--- src/rtl/controller_pkg.sv ---
// ----------------------------------------------------------------------------
// controller_pkg
// Shared definitions for the controller poll scheduler:
//   poll_state_t  - poll sequencer states
//   ADDR_STATUS   - CPU address of the status register
//   STAT_*        - bit positions inside the status register
// ----------------------------------------------------------------------------
package controller_pkg;

    typedef enum logic [2:0] {
        IDLE    = 3'd0,
        ARM     = 3'd1,
        REQ     = 3'd2,
        SETTLE  = 3'd3,
        CAPTURE = 3'd4
    } poll_state_t;

    localparam logic [3:0] ADDR_STATUS = 4'hF;

    // Status register layout: {enable, 4'b0, overrun, busy, new_data}
    localparam int STAT_NEW_DATA = 0;
    localparam int STAT_BUSY     = 1;
    localparam int STAT_OVERRUN  = 2;
    localparam int STAT_ENABLE   = 7;

endpackage

--- src/rtl/controller_poll_scheduler_if.sv ---
// ----------------------------------------------------------------------------
// controller_poll_scheduler_if
// CPU register-read bus between the bus decoder (master) and the poll
// scheduler (slave).
//   cpu_addr_i  - 4-bit register address
//   cpu_rd_i    - single-cycle read strobe
//   cpu_rdata_o - registered read data
//
// Handshake: there is no backpressure. A read is issued by holding cpu_rd_i
// high for exactly one clk with cpu_addr_i valid in the same cycle; the slave
// always accepts it. cpu_rdata_o carries the addressed register, as it was
// before that edge, from the following clk onward and holds until the next
// read. Read side effects (read-to-clear) take effect on the accepting edge.
// ----------------------------------------------------------------------------
interface controller_poll_scheduler_if;

    logic [3:0] cpu_addr_i;
    logic       cpu_rd_i;
    logic [7:0] cpu_rdata_o;

    modport master (
        output cpu_addr_i,
        output cpu_rd_i,
        input  cpu_rdata_o
    );

    modport slave (
        input  cpu_addr_i,
        input  cpu_rd_i,
        output cpu_rdata_o
    );

endinterface

--- src/rtl/controller_edge_tracker.sv ---
// ----------------------------------------------------------------------------
// controller_edge_tracker
// Per-controller button history with sticky "newly pressed" flags.
//   clk, rst       - system clock, synchronous active-high reset
//   capture        - one-cycle strobe: snapshot data into cur, cur into prev
//   clear_pressed  - one-cycle strobe: CPU read of the pressed register
//   data           - deserialized active-high buttons for this controller
//   cur            - buttons from the latest capture
//   prev           - buttons from the capture before that
//   pressed        - sticky rising-edge flags since the last CPU read
// ----------------------------------------------------------------------------
module controller_edge_tracker (
    input  logic       clk,
    input  logic       rst,
    input  logic       capture,
    input  logic       clear_pressed,
    input  logic [7:0] data,
    output logic [7:0] cur,
    output logic [7:0] prev,
    output logic [7:0] pressed
);

    // Buttons that are down now but were up at the previous capture.
    logic [7:0] newly_set;

    assign newly_set = data & ~cur;

    always_ff @(posedge clk) begin
        if (rst) begin
            cur     <= '0;
            prev    <= '0;
            pressed <= '0;
        end else begin
            if (capture) begin
                prev <= cur;
                cur  <= data;
            end

            // A read that lands on a capture edge drops the bits the CPU
            // just saw but keeps the edges arriving on that same edge, so no
            // press is ever lost between two reads.
            if (capture && clear_pressed) begin
                pressed <= newly_set;
            end else if (capture) begin
                pressed <= pressed | newly_set;
            end else if (clear_pressed) begin
                pressed <= '0;
            end
        end
    end

endmodule

--- src/rtl/controller_poll_scheduler.sv ---
// ----------------------------------------------------------------------------
// controller_poll_scheduler
// Once per frame, requests a fetch from the serial controller shift
// interface, waits a settle window counted in serial ticks, then snapshots
// the deserialized buttons and raises a level interrupt for the CPU.
//
// Parameters:
//   NUM_CONTROLLERS - controller ports, 1..4
//   SETTLE_TICKS    - serial ticks between end of request and sampling, >= 13
// Ports:
//   clk, rst        - system clock, synchronous active-high reset
//   enable_i        - polling enabled; low blocks new polls only
//   vblank_i        - one-cycle start-of-vblank pulse, triggers a poll
//   ser_tick_i      - one-cycle pulse per serial-interface clock period
//   start_fetch_o   - fetch request to the shift interface (one tick period)
//   data_list_i     - NUM_CONTROLLERS x 8 active-high buttons, controller k
//                     at bits [8k+7:8k]
//   cpu             - register read bus (slave side)
//   busy_o          - poll in progress
//   irq_o           - high while the new-data flag is set
//   dbg_state_o     - current sequencer state
//   dbg_prev_o      - previous snapshot per controller
//
// Register map: 2k = cur[k], 2k+1 = pressed[k] (read-to-clear),
// 0xF = status (read clears new_data and overrun), others read 0x00.
// ----------------------------------------------------------------------------
module controller_poll_scheduler
    import controller_pkg::*;
#(
    parameter int NUM_CONTROLLERS = 2,
    parameter int SETTLE_TICKS    = 14
) (
    input  logic                         clk,
    input  logic                         rst,
    input  logic                         enable_i,
    input  logic                         vblank_i,
    input  logic                         ser_tick_i,
    output logic                         start_fetch_o,
    input  logic [NUM_CONTROLLERS*8-1:0] data_list_i,
    controller_poll_scheduler_if.slave   cpu,
    output logic                         busy_o,
    output logic                         irq_o,
    output poll_state_t                  dbg_state_o,
    output logic [NUM_CONTROLLERS*8-1:0] dbg_prev_o
);

    localparam int              CNT_W       = $clog2(SETTLE_TICKS + 1);
    localparam logic [CNT_W-1:0] SETTLE_LOAD = CNT_W'(SETTLE_TICKS);

    poll_state_t          state;
    poll_state_t          state_nxt;
    logic [CNT_W-1:0]     tick_cnt;

    logic                 capture;
    logic                 overrun_set;
    logic                 status_rd;
    logic                 new_data;
    logic                 overrun;

    logic [NUM_CONTROLLERS-1:0] clear_pressed;
    logic [7:0]           cur     [NUM_CONTROLLERS];
    logic [7:0]           pressed [NUM_CONTROLLERS];

    logic [7:0]           status;
    logic [7:0]           rd_data;

    // ------------------------------------------------------------------
    // Sequencer: state register
    // ------------------------------------------------------------------
    always_ff @(posedge clk) begin
        if (rst) begin
            state <= IDLE;
        end else begin
            state <= state_nxt;
        end
    end

    // ------------------------------------------------------------------
    // Sequencer: next-state logic
    // ------------------------------------------------------------------
    always_comb begin
        state_nxt = state;
        case (state)
            IDLE: begin
                if (vblank_i && enable_i) begin
                    state_nxt = ARM;
                end
            end
            ARM: begin
                if (ser_tick_i) begin
                    state_nxt = REQ;
                end
            end
            REQ: begin
                if (ser_tick_i) begin
                    state_nxt = SETTLE;
                end
            end
            SETTLE: begin
                if (tick_cnt == '0) begin
                    state_nxt = CAPTURE;
                end
            end
            CAPTURE: begin
                state_nxt = IDLE;
            end
            default: begin
                state_nxt = IDLE;
            end
        endcase
    end

    // ------------------------------------------------------------------
    // Sequencer: outputs
    // ------------------------------------------------------------------
    // The request is REQ decoded directly, so it spans exactly the serial
    // period between the ARM tick and the next tick. Gating with rst lets
    // a reset pull the request down before the reset edge arrives.
    always_comb begin
        start_fetch_o = (state == REQ) && !rst;
        busy_o        = (state != IDLE);
        capture       = (state == CAPTURE);
    end

    assign dbg_state_o = state;

    // ------------------------------------------------------------------
    // Settle counter: loaded on the tick that ends REQ, counts ticks down
    // and parks at zero.
    // ------------------------------------------------------------------
    always_ff @(posedge clk) begin
        if (rst) begin
            tick_cnt <= '0;
        end else if ((state == REQ) && ser_tick_i) begin
            tick_cnt <= SETTLE_LOAD;
        end else if ((state == SETTLE) && ser_tick_i && (tick_cnt != '0)) begin
            tick_cnt <= tick_cnt - CNT_W'(1);
        end
    end

    // ------------------------------------------------------------------
    // Status flags. A set on the same edge as a status read wins, so an
    // event arriving while the CPU reads is reported on the next read.
    // ------------------------------------------------------------------
    assign overrun_set = vblank_i && (state != IDLE);
    assign status_rd   = cpu.cpu_rd_i && (cpu.cpu_addr_i == ADDR_STATUS);

    always_ff @(posedge clk) begin
        if (rst) begin
            new_data <= 1'b0;
            overrun  <= 1'b0;
        end else begin
            if (capture) begin
                new_data <= 1'b1;
            end else if (status_rd) begin
                new_data <= 1'b0;
            end

            if (overrun_set) begin
                overrun <= 1'b1;
            end else if (status_rd) begin
                overrun <= 1'b0;
            end
        end
    end

    assign irq_o = new_data;

    // ------------------------------------------------------------------
    // Per-controller button trackers
    // ------------------------------------------------------------------
    for (genvar k = 0; k < NUM_CONTROLLERS; k++) begin : g_ctrl
        assign clear_pressed[k] = cpu.cpu_rd_i && (cpu.cpu_addr_i == 4'(2*k + 1));

        controller_edge_tracker u_tracker (
            .clk           (clk),
            .rst           (rst),
            .capture       (capture),
            .clear_pressed (clear_pressed[k]),
            .data          (data_list_i[k*8 +: 8]),
            .cur           (cur[k]),
            .prev          (dbg_prev_o[k*8 +: 8]),
            .pressed       (pressed[k])
        );
    end

    // ------------------------------------------------------------------
    // Read path. The mux sees register contents before the current edge,
    // so a read coinciding with CAPTURE returns the old snapshot.
    // ------------------------------------------------------------------
    always_comb begin
        status                = '0;
        status[STAT_ENABLE]   = enable_i;
        status[STAT_OVERRUN]  = overrun;
        status[STAT_BUSY]     = busy_o;
        status[STAT_NEW_DATA] = new_data;

        rd_data = '0;
        if (cpu.cpu_addr_i == ADDR_STATUS) begin
            rd_data = status;
        end else begin
            for (int k = 0; k < NUM_CONTROLLERS; k++) begin
                if (cpu.cpu_addr_i == 4'(2*k)) begin
                    rd_data = cur[k];
                end
                if (cpu.cpu_addr_i == 4'(2*k + 1)) begin
                    rd_data = pressed[k];
                end
            end
        end
    end

    always_ff @(posedge clk) begin
        if (rst) begin
            cpu.cpu_rdata_o <= '0;
        end else if (cpu.cpu_rd_i) begin
            cpu.cpu_rdata_o <= rd_data;
        end
    end

endmodule

--- src/flat_wrapper.sv ---
// flat-port wrapper written by rule: the top's interface ports become plain ports
module controller_poll_scheduler_flat import controller_pkg::*;
#(
    parameter int NUM_CONTROLLERS = 2,
    parameter int SETTLE_TICKS    = 14
)
  (clk, rst, enable_i, vblank_i, ser_tick_i, start_fetch_o, data_list_i, busy_o, irq_o, dbg_state_o, dbg_prev_o, cpu_cpu_addr_i, cpu_cpu_rd_i, cpu_cpu_rdata_o);
  controller_poll_scheduler_if cpu_i ();
  input  logic clk;
  input  logic rst;
  input  logic enable_i;
  input  logic vblank_i;
  input  logic ser_tick_i;
  output logic start_fetch_o;
  input  logic [NUM_CONTROLLERS*8-1:0] data_list_i;
  output logic busy_o;
  output logic irq_o;
  output poll_state_t dbg_state_o;
  output logic [NUM_CONTROLLERS*8-1:0] dbg_prev_o;
  input wire logic [$bits(cpu_i.cpu_addr_i)-1:0] cpu_cpu_addr_i;
  input wire logic [$bits(cpu_i.cpu_rd_i)-1:0] cpu_cpu_rd_i;
  output wire logic [$bits(cpu_i.cpu_rdata_o)-1:0] cpu_cpu_rdata_o;
  assign cpu_i.cpu_addr_i = cpu_cpu_addr_i;
  assign cpu_i.cpu_rd_i = cpu_cpu_rd_i;
  assign cpu_cpu_rdata_o = cpu_i.cpu_rdata_o;
  controller_poll_scheduler #(.NUM_CONTROLLERS(NUM_CONTROLLERS), .SETTLE_TICKS(SETTLE_TICKS)) u_core (.clk(clk), .rst(rst), .enable_i(enable_i), .vblank_i(vblank_i), .ser_tick_i(ser_tick_i), .start_fetch_o(start_fetch_o), .data_list_i(data_list_i), .cpu(cpu_i), .busy_o(busy_o), .irq_o(irq_o), .dbg_state_o(dbg_state_o), .dbg_prev_o(dbg_prev_o));
endmodule
--- config.mk ---
export PLATFORM = sky130hd
export DESIGN_NAME = controller_poll_scheduler_flat
export DESIGN_NICKNAME = d
export VERILOG_FILES = /design/src/rtl/controller_pkg.sv /design/src/rtl/controller_poll_scheduler_if.sv /design/src/rtl/controller_edge_tracker.sv /design/src/rtl/controller_poll_scheduler.sv /design/src/flat_wrapper.sv
export SDC_FILE = /design/constraint.sdc
export NUM_CORES = 1
export LEC_CHECK = 0
export CAP_MARGIN = 20
export CORE_MARGIN = 1
export CORE_UTILIZATION = 51
export DETAILED_ROUTE_END_ITERATION = 12
export GPL_ROUTABILITY_DRIVEN = 1
export PLACE_DENSITY = 0.79
export SYNTH_ARGS = -nofsm -noshare
export SYNTH_HDL_FRONTEND = slang
export SYNTH_SLANG_ARGS = --single-unit
export TNS_END_PERCENT = 5
--- constraint.sdc ---
create_clock -name clk -period 1.8 [get_ports clk]
set_input_delay 0.36 -clock clk [delete_from_list [all_inputs] [get_ports clk]]
set_output_delay 0.36 -clock clk [all_outputs]
set_load 0.01 [all_outputs]
; Word-level counts from Yosys, hierarchy flattened
; Index checks and enable logic that the tools add are counted.
[classes]
bitwise_logic = 6
n_mux = 21
n_reduce_logical = 24
eq_ne = 12
n_addsub = 1
[ops]
columns = op, count
row1 = $mux 8, 11
row2 = $and 8x8->8, 2
row3 = $not 8->8, 2
row4 = $or 8x8->8, 2
row5 = $mux 3, 4
row6 = $pmux 3 s4, 1
row7 = $logic_and 1x1->1, 11
row8 = $reduce_bool 3->1, 3
row9 = $eq 4x2->1 const B, 2
row10 = $logic_not 4->1, 2
row11 = $mux 4, 2
row12 = $eq 3x2->1 const B, 2
row13 = $reduce_bool 2->1, 3
row14 = $eq 4x1->1 const B, 1
row15 = $eq 4x4->1 const B, 1
row16 = $ne 2x1->1 const B, 2
row17 = $ne 2x2->1 const B, 2
row18 = $reduce_and 4->1, 1
row19 = $reduce_bool 4->1, 1
row20 = $sub 4x1->4 const B, 1
row21 = $eq 3x1->1 const B, 1
row22 = $eq 3x3->1 const B, 1
row23 = $logic_not 3->1, 1
row24 = $mux 1, 3
row25 = other kinds (2), 2
[totals]
regBits = 65
inputBits = 26
out_inout_bits = 30
elab_cells = 76

; Longest topological paths before layout
[logic_depth]
depth_word = 6
mapped_depth = 6
depth_no_buf = 5

; Cells and area by module
; Synthesis repeated with hierarchy kept, for this count alone.
[unflattened]
cells_unflattened = 275
area_unflattened_um2 = 2911.5
[modules_own_cells]
columns = mod, area_per_inst_um2, instances, seq_area_each_um2, cells_each
row1 = controller_edge_tracker, 910.9, 2, 480.5, 85
row2 = controller_poll_scheduler, 1089.8, 1, 340.3, 105

; Worst setup path before layout
; Ideal clock, no wire load.
[synth_timing]
kind = flip-flop to flip-flop
from = register u_core.tick_cnt[0]
to = register u_core.tick_cnt[2]
required_time_ns = 1.678
setup_time_ns = 0.122
period_less_slack_ns = 1.520
slack_ns = 0.280
n_path_buf = 1
arrival_ns = 1.398
path_stages_with_launch = 7
path_cell_list = dfxtp_1 inv_1 ha_1 or3b_2 clkbuf_1 a311oi_1 nor2_1
[synth_via]
elab_chain_cells = 3
word_cells_on_any_way = 6
cone_classes = 1 x add/sub / 2 x mux / 3 x reduce/logical
[synth_lines]
columns = element, line
row1 = from (decl), controller_poll_scheduler.sv:52  ; logic [CNT_W-1:0] tick_cnt;
row2 = from (signal assigned), controller_poll_scheduler.sv:137  ; tick_cnt <= tick_cnt - CNT_W'(1);
row3 = $sub 4x1->4 or $reduce_bool 4->1 (tied branches), "controller_poll_scheduler.sv:137, controller_poll_scheduler.sv:136"
row4 = $mux 4 or $logic_and 1x1->1 (tied branches), controller_poll_scheduler.sv:136  ; end else if ((state == SETTLE) && ser_tick_i && (tick_cnt != '0)) begin
row5 = $mux 4 or $reduce_bool 2->1 (tied branches), -
; Parallel ways exist; a longest one is shown, timed or not. The select of a mux whose other input is x is not followed.
; A chain may end at the register's enable or synchronous reset.

; Worst setup path in the final report
[layout_timing]
from = register u_core.state[2] (netlist: u_core.dbg_state_o[2])
to = output port dbg_state_o[2]
[layout_rtl]
columns = element, line
row1 = from (decl), controller_poll_scheduler.sv:50  ; poll_state_t state;
row2 = from (signal assigned), controller_poll_scheduler.sv:74  ; state <= state_nxt;
row3 = to (decl), flat_wrapper.sv:18  ; output poll_state_t dbg_state_o;
; No word-level cell between the ends.

==> metrics.csv <==
stage,metric,value,unit
sta,rsz0062_at_grt,no,
clocking,cts_buffer_depth,2,
finish,num_antenna_cells,0,
run_status,outcome,"finished, final reports clean",
finish,drive_above_1_share,0.135,
global_route,grt.total_usage,0.231,
synth,synth_nets,309,
synth,syn_inst,281,
power,total_power,2.85,mW
synth,synth_area_per_cell,9.90,um2
floorplanning,start_util,0.538,
finish,final_nets,379,
placement,hpwl,4280,um
synth,ys.warnings.count,0,
synth,yosys_register_bits,65,
global_route,grt_max_degree,39,
route,post_drt_wl_per_cell,14.5,um
placement,gp_congestion,0.843,
critical_path,crit_fanout,7,
sta,timing_worst_slew_pin_value,402,ps
global_route,grt_pass1_vias,2076,
finish,fillerInstances,404,
worst_hold_path,worstHoldPathCells,2,
global_route,antenna_found_initial,0,
synth,yosysUniqueCellTypes,41,
clocking,post-cts-setup-buffers,0,
synth,synthesis.area,2780,um2
critical_path,reg2regPathDepth,5,
critical_path,crit_path_end_kind,output pin,
floorplanning,io_pins,56,
route,wl,6190,um
worst_hold_path,hold_class,register to register,
sta,slew_viol_final,0,
finish,layout_common_cells,"dfxtp_1 (65), clkdlybuf4s50_1 (51), mux2i_1 (48), nor2_1 (35), o21ai_0 (22)",
power,total_leakage_power,1.36,nW
finish,fin_util,0.713,
critical_path,slowest_delay,530,ps
route,viasPerCell,5.52,
power,ir_worst_vdd,0.500,mV
global_route,gr-total-overflow,0,
clocking,htreeDepth,3,
run,max-cap-violations,0,
critical_path,start_kind,register,
route,dr.pass1.iters,4,
critical_path,worstPathArrival,1360,ps
route,route.detailed.drc,0,
route,drt_iter0_markers,157,
sta,max_freq,580,MHz
sta,finalClockSkew,8.69,ps
power,cellPowerDensity,774,nW/um2
sta,finalHoldViolations,0,
floorplanning,die_area,5760,um2
sta,fin_crit_sh,0.958,
floorplanning,core-area,5170,um2
sta,maxSlewHeadroom,0.732,
sta,finalSetupViolCount,0,
clocking,clk_pin_slew,70,ps
critical_path,required,1440,ps
floorplanning,placementRows,26,
critical_path,worstPathCellList,buf_4 > clkdlybuf4s50_1,
floorplanning,chipHeight,75.9,um
finish,area_delta_synth_final,32.6,%
critical_path,crit_type,register to output pin,
global_route,grt_pass1_wl,9600,um
synth,ys_seq_area_frac,0.468,
clocking,cts_root_buf,clkbuf_8,
clocking,clock-sinks,65,
clocking,clock_latency,340,ps
route,vias,2353,
finish,layout_commonest_cell,dfxtp_1,
floorplanning,die_x,75.9,um
clocking,cts_tree,yes,
critical_path,slowest_stage,clkdlybuf4s50_1,
route,ant_nets,0,
placement,numPortBuffers,55,
clocking,cts-buffers-inserted,9,
sta,fin_crit,1720,ps
-- registers in the layout, indices dropped and copies added, names as in the netlist --
name,flops
u_core.dbg_state_o,3
u_core.g_ctrl.u_tracker.pressed,16
u_core.cpu.cpu_rdata_o,8
u_core.overrun,1
u_core.tick_cnt,4
u_core.irq_o,1
u_core.g_ctrl.u_tracker.prev,16
u_core.g_ctrl.u_tracker.cur,16
-- power by group --
part	internal, mW	leakage [nW]	switching [mW]	total, mW
sequential	1.45	0.524	0.0128	1.47
combinational	0.137	0.741	0.127	0.263
clock	0.567	0.0911	0.556	1.12
-- metrics by stage --
stage	instances	setup TNS [ps]	cell area (um2)	worst slack, ps	hold slack, ps
floorplan	281	0	2780	280	449
global placement	410	-1560	3500	-120	458
detailed placement	410	-2590	3500	-200	463
CTS	426	0	3680	37.8	473
global route	426	0	3690	19.2	489
finish	426	0	3690	76.4	475
-- what timing repair did --
action / CTS / global route
gates resized for setup: 2 / 2
hold buffers: 0 / 0
setup endpoints to repair: 2 / 2
-- final timing paths --
path                                          from                                    end  slack (ps)
max reg2reg                     u_core.tick_cnt[0]                     u_core.tick_cnt[2]         240
min          u_core.g_ctrl[1].u_tracker.pressed[1]  u_core.g_ctrl[1].u_tracker.pressed[1]         470
min reg2reg  u_core.g_ctrl[1].u_tracker.pressed[1]  u_core.g_ctrl[1].u_tracker.pressed[1]         470
max                          u_core.dbg_state_o[2]                         dbg_state_o[2]          80
-- cell families after synthesis --
group | after synthesis | share of synthesized area
adder cells (fa/ha/maj) | 2 | 0.00899
buffers and inverters | 24 | 0.0427
multiplexers | 48 | 0.173
flip-flops | 65 | 0.468
AO/OA/AOI/OAI | 66 | 0.152
AND/OR/NAND/NOR | 76 | 0.156
-- cells in the mapped netlist (all sizes together) --
cell     instances  area share
o21ai           22       0.040
a21o             4       0.011
dfxtp           65        0.47
nand4b           1      0.0031
or3b             2      0.0063
o211a            1      0.0036
and4bb           1      0.0045
or3              2      0.0045
nand4            1      0.0022
inv              6      0.0081
nand2            5      0.0067
a311oi           2      0.0063
a21boi           1      0.0027
ha               2      0.0090
or4              1      0.0027
a221o            4       0.016
clkbuf           7       0.010
nor3             2      0.0036
nand4bb          1      0.0040
nand2b           1      0.0022
a31oi            1      0.0022
nor4b            1      0.0031
mux2i           48        0.17
a41o             1      0.0036
a221oi           8       0.025
or4b             1      0.0036
a21oi           20       0.036
a211oi           2      0.0054
nor2b            1      0.0022
nand3            1      0.0018
and4b            1      0.0036
buf             11       0.024
nor3b            3       0.012
nand3b          16       0.043
nor2            35       0.047
-- routing by layer --
metal	vias up	track usage	part of all wire
met2	67	0.363	0.45
met1	1107	0.293	0.47
met4	0	0.132	0.023
met5	-	0	0
li1	1168	-	-
met3	11	0.0516	0.053
-- worst max-delay path: cells and delay by family (launching register included) --
family   cells  cell delay [ps]
buf+inv      2              680
flops        1              350
-- layout make-up --
type,instances,area (um2),share of cell area
inverters,6,22.5,0.00610
well taps,70,87.6,0.0237
clock buffers,11,151,0.0410
multi-input cells,192,1370,0.372
repair buffers,77,723,0.196
clock inverters,5,30.0,0.00814
flip-flops and latches,65,1300,0.353
Note: power is estimated with default switching activity, not from simulation.
